==> src/rtl/pulse_burst_ctrl_pkg.sv <==
// Shared constants for the pulse burst sequencer: register map, control bits and FSM states.
package pulse_ctrl_pkg;

    localparam logic [2:0] ADDR_W1    = 3'd0;
    localparam logic [2:0] ADDR_W2    = 3'd1;
    localparam logic [2:0] ADDR_GAP   = 3'd2;
    localparam logic [2:0] ADDR_COUNT = 3'd3;
    localparam logic [2:0] ADDR_PER   = 3'd4;
    localparam logic [2:0] ADDR_CTRL  = 3'd5;

    localparam int CTRL_START   = 0;
    localparam int CTRL_ABORT   = 1;
    localparam int CTRL_KEY_EN  = 2;
    localparam int CTRL_CLR_ERR = 3;

    localparam int DEF_MIN_PERIOD = 16;

    typedef enum logic [2:0] {
        IDLE = 3'd0,
        LOAD = 3'd1,
        FIRE = 3'd2,
        WAIT = 3'd3,
        DONE = 3'd4
    } state_t;

endpackage

==> src/rtl/pulse_burst_ctrl_if.sv <==
// Host register-write bus from the UART command decoder into the burst sequencer.
interface pulse_burst_ctrl_if;

    logic        cfg_we;
    logic [2:0]  cfg_addr;
    logic [31:0] cfg_wdata;

    modport master (output cfg_we, output cfg_addr, output cfg_wdata);
    modport slave  (input  cfg_we, input  cfg_addr, input  cfg_wdata);

endinterface

==> src/rtl/pulse_burst_ctrl_cfg_regs.sv <==
// Staged (shadow) configuration registers, key enable and control-write decode.
module pulse_cfg_regs
    import pulse_ctrl_pkg::*;
#(
    parameter int CNT_W = 32
) (
    input  logic             sys_clk,
    input  logic             sys_rst_n,
    input  logic             cfg_we,
    input  logic [2:0]       cfg_addr,
    input  logic [31:0]      cfg_wdata,
    input  logic             key_trig,
    output logic [15:0]      stg_width1,
    output logic [15:0]      stg_width2,
    output logic [15:0]      stg_gap,
    output logic [15:0]      stg_count,
    output logic [CNT_W-1:0] stg_period,
    output logic             start_req,
    output logic             abort_req,
    output logic             clr_err
);

    logic key_en;
    logic ctrl_wr;

    assign ctrl_wr = cfg_we && (cfg_addr == ADDR_CTRL);

    // key_en is the registered value, so a key press coinciding with a
    // control write is judged against the setting before that write.
    assign start_req = (ctrl_wr && cfg_wdata[CTRL_START]) || (key_trig && key_en);
    assign abort_req = ctrl_wr && cfg_wdata[CTRL_ABORT];
    assign clr_err   = ctrl_wr && cfg_wdata[CTRL_CLR_ERR];

    always_ff @(posedge sys_clk or negedge sys_rst_n) begin
        if (!sys_rst_n) begin
            stg_width1 <= '0;
            stg_width2 <= '0;
            stg_gap    <= '0;
            stg_count  <= '0;
            stg_period <= '0;
            key_en     <= 1'b0;
        end else if (cfg_we) begin
            case (cfg_addr)
                ADDR_W1:    stg_width1 <= cfg_wdata[15:0];
                ADDR_W2:    stg_width2 <= cfg_wdata[15:0];
                ADDR_GAP:   stg_gap    <= cfg_wdata[15:0];
                ADDR_COUNT: stg_count  <= cfg_wdata[15:0];
                ADDR_PER:   stg_period <= cfg_wdata[CNT_W-1:0];
                ADDR_CTRL:  key_en     <= cfg_wdata[CTRL_KEY_EN];
                default: ;
            endcase
        end
    end

endmodule

==> src/rtl/pulse_burst_ctrl.sv <==
// Burst sequencer: loads staged shape into the active copy and fires N triggers at period_act spacing.
module pulse_burst_ctrl
    import pulse_ctrl_pkg::*;
#(
    parameter int FIRE_HOLD  = 4,
    parameter int MIN_PERIOD = DEF_MIN_PERIOD,
    parameter int CNT_W      = 32
) (
    input  logic                sys_clk,
    input  logic                sys_rst_n,
    pulse_burst_ctrl_if.slave   cfg,
    input  logic                key_trig,
    output logic [15:0]         pulse_width1,
    output logic [15:0]         pulse_width2,
    output logic [15:0]         pulse_gap,
    output logic                fire,
    output logic                busy,
    output logic                done,
    output logic                cfg_err
);

    logic [15:0]      stg_width1, stg_width2, stg_gap, stg_count;
    logic [CNT_W-1:0] stg_period;
    logic             start_req, abort_req, clr_err;

    state_t           state, state_n;
    logic [CNT_W-1:0] cnt;
    logic [CNT_W-1:0] period_act;
    logic [15:0]      remaining;
    logic             load_en, cnt_clr, cnt_inc, rem_dec, err_set;
    logic             start_eff;

    // Floor is the larger of MIN_PERIOD and FIRE_HOLD+1 so WAIT is never empty.
    function automatic logic [CNT_W-1:0] clamp_period(input logic [CNT_W-1:0] p);
        logic [CNT_W-1:0] floor_v;
        floor_v = (MIN_PERIOD > FIRE_HOLD) ? CNT_W'(MIN_PERIOD) : CNT_W'(FIRE_HOLD + 1);
        return (p < floor_v) ? floor_v : p;
    endfunction

    pulse_cfg_regs #(.CNT_W(CNT_W)) u_cfg_regs (
        .sys_clk    (sys_clk),
        .sys_rst_n  (sys_rst_n),
        .cfg_we     (cfg.cfg_we),
        .cfg_addr   (cfg.cfg_addr),
        .cfg_wdata  (cfg.cfg_wdata),
        .key_trig   (key_trig),
        .stg_width1 (stg_width1),
        .stg_width2 (stg_width2),
        .stg_gap    (stg_gap),
        .stg_count  (stg_count),
        .stg_period (stg_period),
        .start_req  (start_req),
        .abort_req  (abort_req),
        .clr_err    (clr_err)
    );

    // Abort takes precedence over a start carried in the same write.
    assign start_eff = start_req && !abort_req;

    always_ff @(posedge sys_clk or negedge sys_rst_n) begin
        if (!sys_rst_n) state <= IDLE;
        else            state <= state_n;
    end

    always_comb begin
        state_n = state;
        load_en = 1'b0;
        cnt_clr = 1'b0;
        cnt_inc = 1'b0;
        rem_dec = 1'b0;
        err_set = 1'b0;
        case (state)
            IDLE: begin
                if (start_eff) begin
                    if (stg_width1 != 16'd0) state_n = LOAD;
                    else                     err_set = 1'b1;
                end
            end
            LOAD: begin
                load_en = 1'b1;
                cnt_clr = 1'b1;
                state_n = abort_req ? DONE : FIRE;
            end
            FIRE: begin
                if (abort_req) begin
                    state_n = DONE;
                end else begin
                    cnt_inc = 1'b1;
                    if (cnt == CNT_W'(FIRE_HOLD - 1)) state_n = WAIT;
                end
            end
            WAIT: begin
                if (abort_req) begin
                    state_n = DONE;
                end else if (cnt == period_act - CNT_W'(1)) begin
                    if (remaining == 16'd1) begin
                        state_n = DONE;
                    end else begin
                        rem_dec = (remaining != 16'd0);
                        cnt_clr = 1'b1;
                        state_n = FIRE;
                    end
                end else begin
                    cnt_inc = 1'b1;
                end
            end
            DONE:    state_n = IDLE;
            default: state_n = IDLE;
        endcase
    end

    always_ff @(posedge sys_clk or negedge sys_rst_n) begin
        if (!sys_rst_n) begin
            cnt <= '0;
        end else if (cnt_clr) begin
            cnt <= '0;
        end else if (cnt_inc) begin
            cnt <= cnt + CNT_W'(1);
        end
    end

    // Active copies move only on LOAD; host writes land in the staged set.
    always_ff @(posedge sys_clk or negedge sys_rst_n) begin
        if (!sys_rst_n) begin
            pulse_width1 <= '0;
            pulse_width2 <= '0;
            pulse_gap    <= '0;
            period_act   <= '0;
            remaining    <= '0;
        end else if (load_en) begin
            pulse_width1 <= stg_width1;
            pulse_width2 <= stg_width2;
            pulse_gap    <= stg_gap;
            period_act   <= clamp_period(stg_period);
            remaining    <= stg_count;
        end else if (rem_dec) begin
            remaining    <= remaining - 16'd1;
        end
    end

    always_ff @(posedge sys_clk or negedge sys_rst_n) begin
        if (!sys_rst_n)   cfg_err <= 1'b0;
        else if (err_set) cfg_err <= 1'b1;
        else if (clr_err) cfg_err <= 1'b0;
    end

    assign fire = (state == FIRE);
    assign busy = (state != IDLE);
    assign done = (state == DONE);

endmodule

==> src/flat_wrapper.sv <==
// flat-port wrapper written by rule: the top's interface ports become plain ports
module pulse_burst_ctrl_flat import pulse_ctrl_pkg::*;
#(
    parameter int FIRE_HOLD  = 4,
    parameter int MIN_PERIOD = DEF_MIN_PERIOD,
    parameter int CNT_W      = 32
)
  (sys_clk, sys_rst_n, key_trig, pulse_width1, pulse_width2, pulse_gap, fire, busy, done, cfg_err, cfg_cfg_we, cfg_cfg_addr, cfg_cfg_wdata);
  pulse_burst_ctrl_if cfg_i ();
  input  logic sys_clk;
  input  logic sys_rst_n;
  input  logic key_trig;
  output logic [15:0] pulse_width1;
  output logic [15:0] pulse_width2;
  output logic [15:0] pulse_gap;
  output logic fire;
  output logic busy;
  output logic done;
  output logic cfg_err;
  input wire logic [$bits(cfg_i.cfg_we)-1:0] cfg_cfg_we;
  input wire logic [$bits(cfg_i.cfg_addr)-1:0] cfg_cfg_addr;
  input wire logic [$bits(cfg_i.cfg_wdata)-1:0] cfg_cfg_wdata;
  assign cfg_i.cfg_we = cfg_cfg_we;
  assign cfg_i.cfg_addr = cfg_cfg_addr;
  assign cfg_i.cfg_wdata = cfg_cfg_wdata;
  pulse_burst_ctrl #(.FIRE_HOLD(FIRE_HOLD), .MIN_PERIOD(MIN_PERIOD), .CNT_W(CNT_W)) u_core (.sys_clk(sys_clk), .sys_rst_n(sys_rst_n), .cfg(cfg_i), .key_trig(key_trig), .pulse_width1(pulse_width1), .pulse_width2(pulse_width2), .pulse_gap(pulse_gap), .fire(fire), .busy(busy), .done(done), .cfg_err(cfg_err));
endmodule
==> config.mk <==
export PLATFORM = sky130hd
export DESIGN_NAME = pulse_burst_ctrl_flat
export DESIGN_NICKNAME = d
export VERILOG_FILES = /design/src/rtl/pulse_burst_ctrl_pkg.sv /design/src/rtl/pulse_burst_ctrl_if.sv /design/src/rtl/pulse_burst_ctrl_cfg_regs.sv /design/src/rtl/pulse_burst_ctrl.sv /design/src/flat_wrapper.sv
export SDC_FILE = /design/constraint.sdc
export NUM_CORES = 1
export LEC_CHECK = 0
export CAP_MARGIN = 10
export CORE_MARGIN = 2
export CORE_UTILIZATION = 53
export DETAILED_ROUTE_END_ITERATION = 16
export PLACE_DENSITY = 0.78
export SLEW_MARGIN = 20
export SYNTH_ARGS = -nofsm -noshare
export SYNTH_HDL_FRONTEND = slang
export SYNTH_SLANG_ARGS = --single-unit
==> constraint.sdc <==
create_clock -name sys_clk -period 3.7 [get_ports sys_clk]
set_clock_uncertainty 0.2 [all_clocks]
set_input_delay 0.925 -clock sys_clk [delete_from_list [all_inputs] [get_ports sys_clk]]
set_output_delay 0.925 -clock sys_clk [all_outputs]
set_load 0.05 [all_outputs]
Yosys cells after proc, flatten, opt, wreduce, memory -nomap -nowiden --
Cells that the tools add are included.
Storage, ports and cells: word-level logic and storage cells 89, memories kept 0, latch bits 0, register bits 229, input bits 39, memory bits (read-only) 0, RAM bits 0, output and inout port bits 52
Operators by class: $mul 0, bitwise logic cells 0, multiplexer cells 32, div/mod/pow operators 0, $lt $le $gt $ge 1, reduce and logical (&&, ||, !) cells 23, eq/ne operators 16, $add $sub $neg 3, shift-type cells 0
Operators by type and width (number):
- 32-bit 2-to-1 mux | 3
- 32-bit by 1-bit adder with 32-bit output, second input constant | 1
- 32-bit by 2-bit equality test with 1-bit output, second input constant | 1
- 32-bit equality test | 1
- 32-bit by 5-bit < comparator with 1-bit output, second input constant | 1
- 16-bit 2-to-1 mux | 2
- 16-bit nonzero test | 2
- 32-bit by 1-bit subtractor with 32-bit output, second input constant | 1
- 3-bit 2-to-1 mux | 8
- 16-bit by 1-bit equality test with 1-bit output, second input constant | 1
- 1-bit 2-to-1 mux | 16
- 16-bit by 1-bit subtractor with 16-bit output, second input constant | 1
- 3-bit by 2-bit equality test with 1-bit output, second input constant | 4
- 3-bit case mux with 4 select lines | 1
- 2-bit AND reduction | 6
- 3-bit equality test, second input constant | 3
- 3-bit by 1-bit equality test with 1-bit output, second input constant | 2
- 1-bit logical AND | 6
- 3-bit logical NOT | 2
- 3-bit by 1-bit != test with 1-bit output, second input constant | 2
- 2-bit nonzero test | 3
- 2-bit by 1-bit != test with 1-bit output, second input constant | 2
- 1-bit case mux with 2 select lines | 2
- 4-bit AND reduction | 1
- other kinds (3) | 3

Depth between registers and ports, before layout --
word-level depth 8, gate-level depth with buffers 13, mapped depth without buffers 11

Cells and area by module --
A second synthesis with hierarchy kept.
Second synthesis, totals: cell total of the unflattened synthesis 1095, area total of the unflattened synthesis 11160.7 um^2
Modules (own cells, without submodules):
- pulse_burst_ctrl | instances 1, area each 7330.8 um^2, cells each 882, seq. area each 3303.2 um^2
- pulse_cfg_regs | instances 1, area each 3829.9 um^2, cells each 213, seq. area each 2427.3 um^2

Worst setup path after synthesis --
Ideal clock, no wire load.
kind reg2reg, start point register u_core.period_act[4], end point register u_core.cnt[25], arrival time 3.201 ns, setup time 0.124 ns, path buffers 3, clock period less this slack 3.525 ns, stages on the path, launching flop included 13, data required time 3.376 ns, setup slack 0.175 ns, cell sequence dfrtp_1 > buf_6 > or3_1 > buf_6 > nor4_4 > a21oi_2 > or4b_1 > or4b_1 > nor4_2 > and4_4 > buf_6 > or3_1 > a21oi_2
Between the ends: cells in the longest elaborated chain, start to end 6, elaborated cells between the ends (all ways) 10, those cells by class 1 x add/sub; 1 x eq/ne; 7 x mux; 1 x reduce/logical
Ends and longest elaborated chain:
- from (decl) | RTL line pulse_burst_ctrl.sv:28 | logic [CNT_W-1:0] period_act;
- from (signal assigned) | RTL line pulse_burst_ctrl.sv:134 | period_act <= clamp_period(stg_period);
- 32-bit by 1-bit subtractor with 32-bit output * | RTL line pulse_burst_ctrl.sv:95 | end else if (cnt == period_act - CNT_W'(1)) begin
- 32-bit equality test * | RTL line pulse_burst_ctrl.sv:95
- 1-bit 2-to-1 mux | RTL line pulse_burst_ctrl.sv:95
- 1-bit 2-to-1 mux | RTL line pulse_burst_ctrl.sv:93 | if (abort_req) begin
- 1-bit case mux with 2 select lines | RTL line pulse_burst_ctrl.sv:72 | case (state)
- 32-bit 2-to-1 mux / 2-bit nonzero test (equally long branches)
- to (signal assigned) | RTL line pulse_burst_ctrl.sv:118 | cnt <= cnt + CNT_W'(1);
- to (decl) | RTL line pulse_burst_ctrl.sv:27 | logic [CNT_W-1:0] cnt;
Mark *: on every way between the ends. The rest lies on a longest branch, timed or not. A chain may end at the register's enable or synchronous reset.

Worst setup path after layout --
start point register u_core.period_act[9], end point register u_core.remaining[5]
Between the ends: cells in the longest elaborated chain, start to end 6
Ends and longest elaborated chain:
- 32-bit by 1-bit subtractor with 32-bit output | RTL line pulse_burst_ctrl.sv:95
- 32-bit equality test | RTL line pulse_burst_ctrl.sv:95
- 1-bit 2-to-1 mux | RTL line pulse_burst_ctrl.sv:95
- 1-bit 2-to-1 mux | RTL line pulse_burst_ctrl.sv:93
- 1-bit 2-to-1 mux | RTL line pulse_burst_ctrl.sv:72
- 2-bit nonzero test (no line)
- to (signal assigned) | RTL line pulse_burst_ctrl.sv:135 | remaining <= stg_count;
- to (signal assigned) | RTL line pulse_burst_ctrl.sv:137 | remaining <= remaining - 16'd1;
- to (decl) | RTL line pulse_burst_ctrl.sv:29 | logic [15:0] remaining;
No other way between the ends.

==> summary.txt <==
Antenna violations before repair: 0
CP startpoint kind: flop
Worst hold slack: 0.215 ns
Layout area overhead: 22.4%
Routed length per instance: 19.7 um
Tot Pwr: 11.1 mW
Max Freq: 278 MHz
Synth Instances: 1123
Placed Cells: 1494
Fin cells: 1539
Synth area leader: dfrtp_1
Fin. max-slew vios: 0
Slowest-stage cell, CP: or4_4
Pin count of the biggest net entering global routing: 86
Pwr/cell area: 810 nW/um2
Area share of the largest cell type after synthesis: 51.3%
Synth Warn #: 0
Die Y: 149 um
Diodes inserted: 0
CP top delay family: simple AND/OR/NAND/NOR gates
Skew-Pair Late Insertion Delay: 0.51 ns
GP Congestion: 0.940
Nets: 1291
Post-synthesis sequential area ratio: 51.3%
Max-cap violations: 0
Global-route wire length before repair: 48.5 mm
Yosys reg bits: 229
Multiplexer area fraction after synthesis: 9.97%
Worst vdd ir: 0.000740 V
Placed wire-length estimate: 20.1 mm
CP most frequent cell: nor4_4
Layout cell share with drive strength beyond 1: 19.3%
Worst Tran Pin Value: 0.961 ns
TritonCTS clock tree: done
Simple-gate portion of the synthesized area: 22.9%
Adder-cell share of the synthesized area: 0.448%
Leak pwr: 6.08 nW
Count of buffers from port buffering: 90
Tcrit/Tclk final: 97.1%
Drt pass-1 iters: 5
Critical path class: flop to flop
Final ANT Viol Nets: 0
Clk root buf: clkbuf_16
Clock Pin Slew Worst Setup and Hold Paths: 0.06 ns
Worst Path Buf+Inv: 0
Outcome: finished, final reports clean
CTS Buffer Depth: 3
Synth async-reset ratio: 100%
Worst path max stage delay: 0.57 ns
Critical Path AT: 3.81 ns
Die area: 22200 um2
Io pins: 91
EDFF count, synth: 0
RSZ-0062 raised after global routing: false
Cell Rows: 53
Syn nets: 1166
Hold WC Path Type: input pin to async pin
Final hold vios: 0
Via density: 6.06
Core area: 20800 um2
Die width: 149 um
Top area cells in the synthesized netlist: dfrtp_1 (51%), mux2_2 (9.8%), nand2_1 (8.9%)
Xor and xnor area share after synthesis: 3.84%
GRT overflow: 0
Max H-tree Level: 1
Vias in the first global route: 9044
CTS buffer count: 24
# DRC: 0
Post-synth top cells: nand2_1 (266), dfrtp_1 (229), mux2_2 (97), nor2_1 (41), or3_1 (41)
Initial core utilization: 53.6%
Prevailing post-synth register cell: dfrtp_1
Gr usage total: 27.5%
Routed vias: 9322
Count leader, synth: nand2_1
Period minus WS final: 3.59 ns
Largest family of logic cells by synthesized area: simple AND/OR/NAND/NOR gates
Netlist cell types: 66
Rel. slew slack: 35.6%
Final setup fails: 0
Critical-path maximum fanout: 6
Post-synthesis compound-gate area fraction: 8.73%
Initial DRC Count: 612
WL final: 30.3 mm
Syn Area/Cell: 9.94 um2
Setup TNS Final: 0 ns
Crit end category: flop
Clk sinks: 229
Critical path required time: 3.92 ns
Crit-path cells: or4_4 -> nor4_4 -> a21oi_2 -> or4b_1 -> or4b_4 -> nor4_4 -> nand4_1 -> o21a_1 -> nor3_1
Mapped Area: 11200 um2
Fill cell count: 1556
[sequential cells by signal (all words and copies together), names as in the netlist]
name / count
u_core.u_cfg_regs.key_en: 1
u_core.u_cfg_regs.stg_gap: 16
u_core.state: 3
u_core.pulse_gap: 16
u_core.cnt: 32
u_core.remaining: 16
u_core.u_cfg_regs.stg_width1: 16
u_core.u_cfg_regs.stg_period: 32
u_core.u_cfg_regs.stg_width2: 16
u_core.pulse_width1: 16
u_core.period_act: 32
u_core.pulse_width2: 16
u_core.cfg_err: 1
u_core.u_cfg_regs.stg_count: 16
[timing repair]
| action | 4_1_cts | 5_1_grt |
|---|---|---|
| pin swaps | 0 | 5 |
| hold buffers | 0 | 0 |
| cloned | 0 | 1 |
| buffers inserted | 0 | 2 |
| endpoints found under the setup margin | 11 | 51 |
| gates resized for setup | 2 | 15 |
| hold endpoints to repair | 0 | 0 |
[area by class of cell]
type | instances | area [um2] | share of cell area (%)
multi-input cells | 826 | 5240 | 38.4
clock buffers | 33 | 726 | 5.31
repair buffers | 152 | 1430 | 10.5
flip-flops and latches | 229 | 5730 | 41.9
clock inverters | 9 | 130 | 0.952
well taps | 275 | 344 | 2.52
inverters | 15 | 56.3 | 0.412
[cells by family (layout without fill, tap and decap cells)]
group,count (synthesis),after routing
AO/OA/AOI/OAI,151,151
adder cells (fa/ha/maj),4,4
AND/OR/NAND/NOR,522,523
buffers and inverters,69,209
multiplexers,99,99
XOR/XNOR,49,49
flip-flops,229,229
[path summary, 6_finish.rpt]
path	startpoint	endpoint	slack, ns	depth (start not counted)
max	u_core.period_act[9]	u_core.remaining[5]	0.11	9
min	sys_rst_n	u_core.remaining[10]	0.21	1
max reg2reg	u_core.period_act[9]	u_core.remaining[5]	0.11	9
min reg2reg	u_core.u_cfg_regs.stg_width2[6]	u_core.pulse_width2[6]	0.26	2
max in group asynchronous	sys_rst_n	u_core.pulse_width1[7]	2.15	2
min in group sys_clk	u_core.u_cfg_regs.stg_width2[6]	u_core.pulse_width2[6]	0.26	2
[per-layer routing]
layer | up-vias | part of all wire, % | GRT usage (%)
met3 | 77 | 7.7 | 4.89
met5 | - | 0 | 0
met2 | 384 | 47 | 43.6
li1 | 4210 | - | -
met1 | 4651 | 42 | 38.9
met4 | 0 | 3.3 | 8.57
[report_power, final]
| group | switching (mW) | internal (mW) |
|---|---|---|
| logic | 2.78 | 1.76 |
| clock network | 0.999 | 1.58 |
| registers | 0.690 | 3.25 |
| total | 4.47 | 6.59 |
[metrics by stage]
step                setup slack [ns]  util (%)  instance area (um2)
CTS                           0.0635      65.2                13600
finish                         0.106      65.6                13700
global placement              0.0154      61.0                12700
floorplan                      0.175         -                11200
detailed placement           -0.0466      61.0                12700
global route                 0.00777      65.6                13700
[worst register-to-register path, cell delays in order, from the launching register on]
cell and delay [ns]:
dfrtp_2 0.44, or4_4 0.57, nor4_4 0.28, a21oi_2 0.11, or4b_1 0.50, or4b_4 0.51
nor4_4 0.29, nand4_1 0.22, o21a_1 0.25, nor3_1 0.15
[placed cells by master, fill, tap and decap left out, types with 27 or more instances in the layout]
master / synthesis / final
a21oi_1: 37 / 37
buf_4: 3 / 57
clkdlybuf4s50_1: 0 / 89
dfrtp_1: 229 / 228
mux2_2: 97 / 97
nand2_1: 266 / 266
nor2_1: 41 / 39
nor4_1: 33 / 30
o21ai_1: 27 / 27
or3_1: 41 / 40
xnor2_1: 35 / 34
Note: power is estimated with default switching activity, not from simulation.
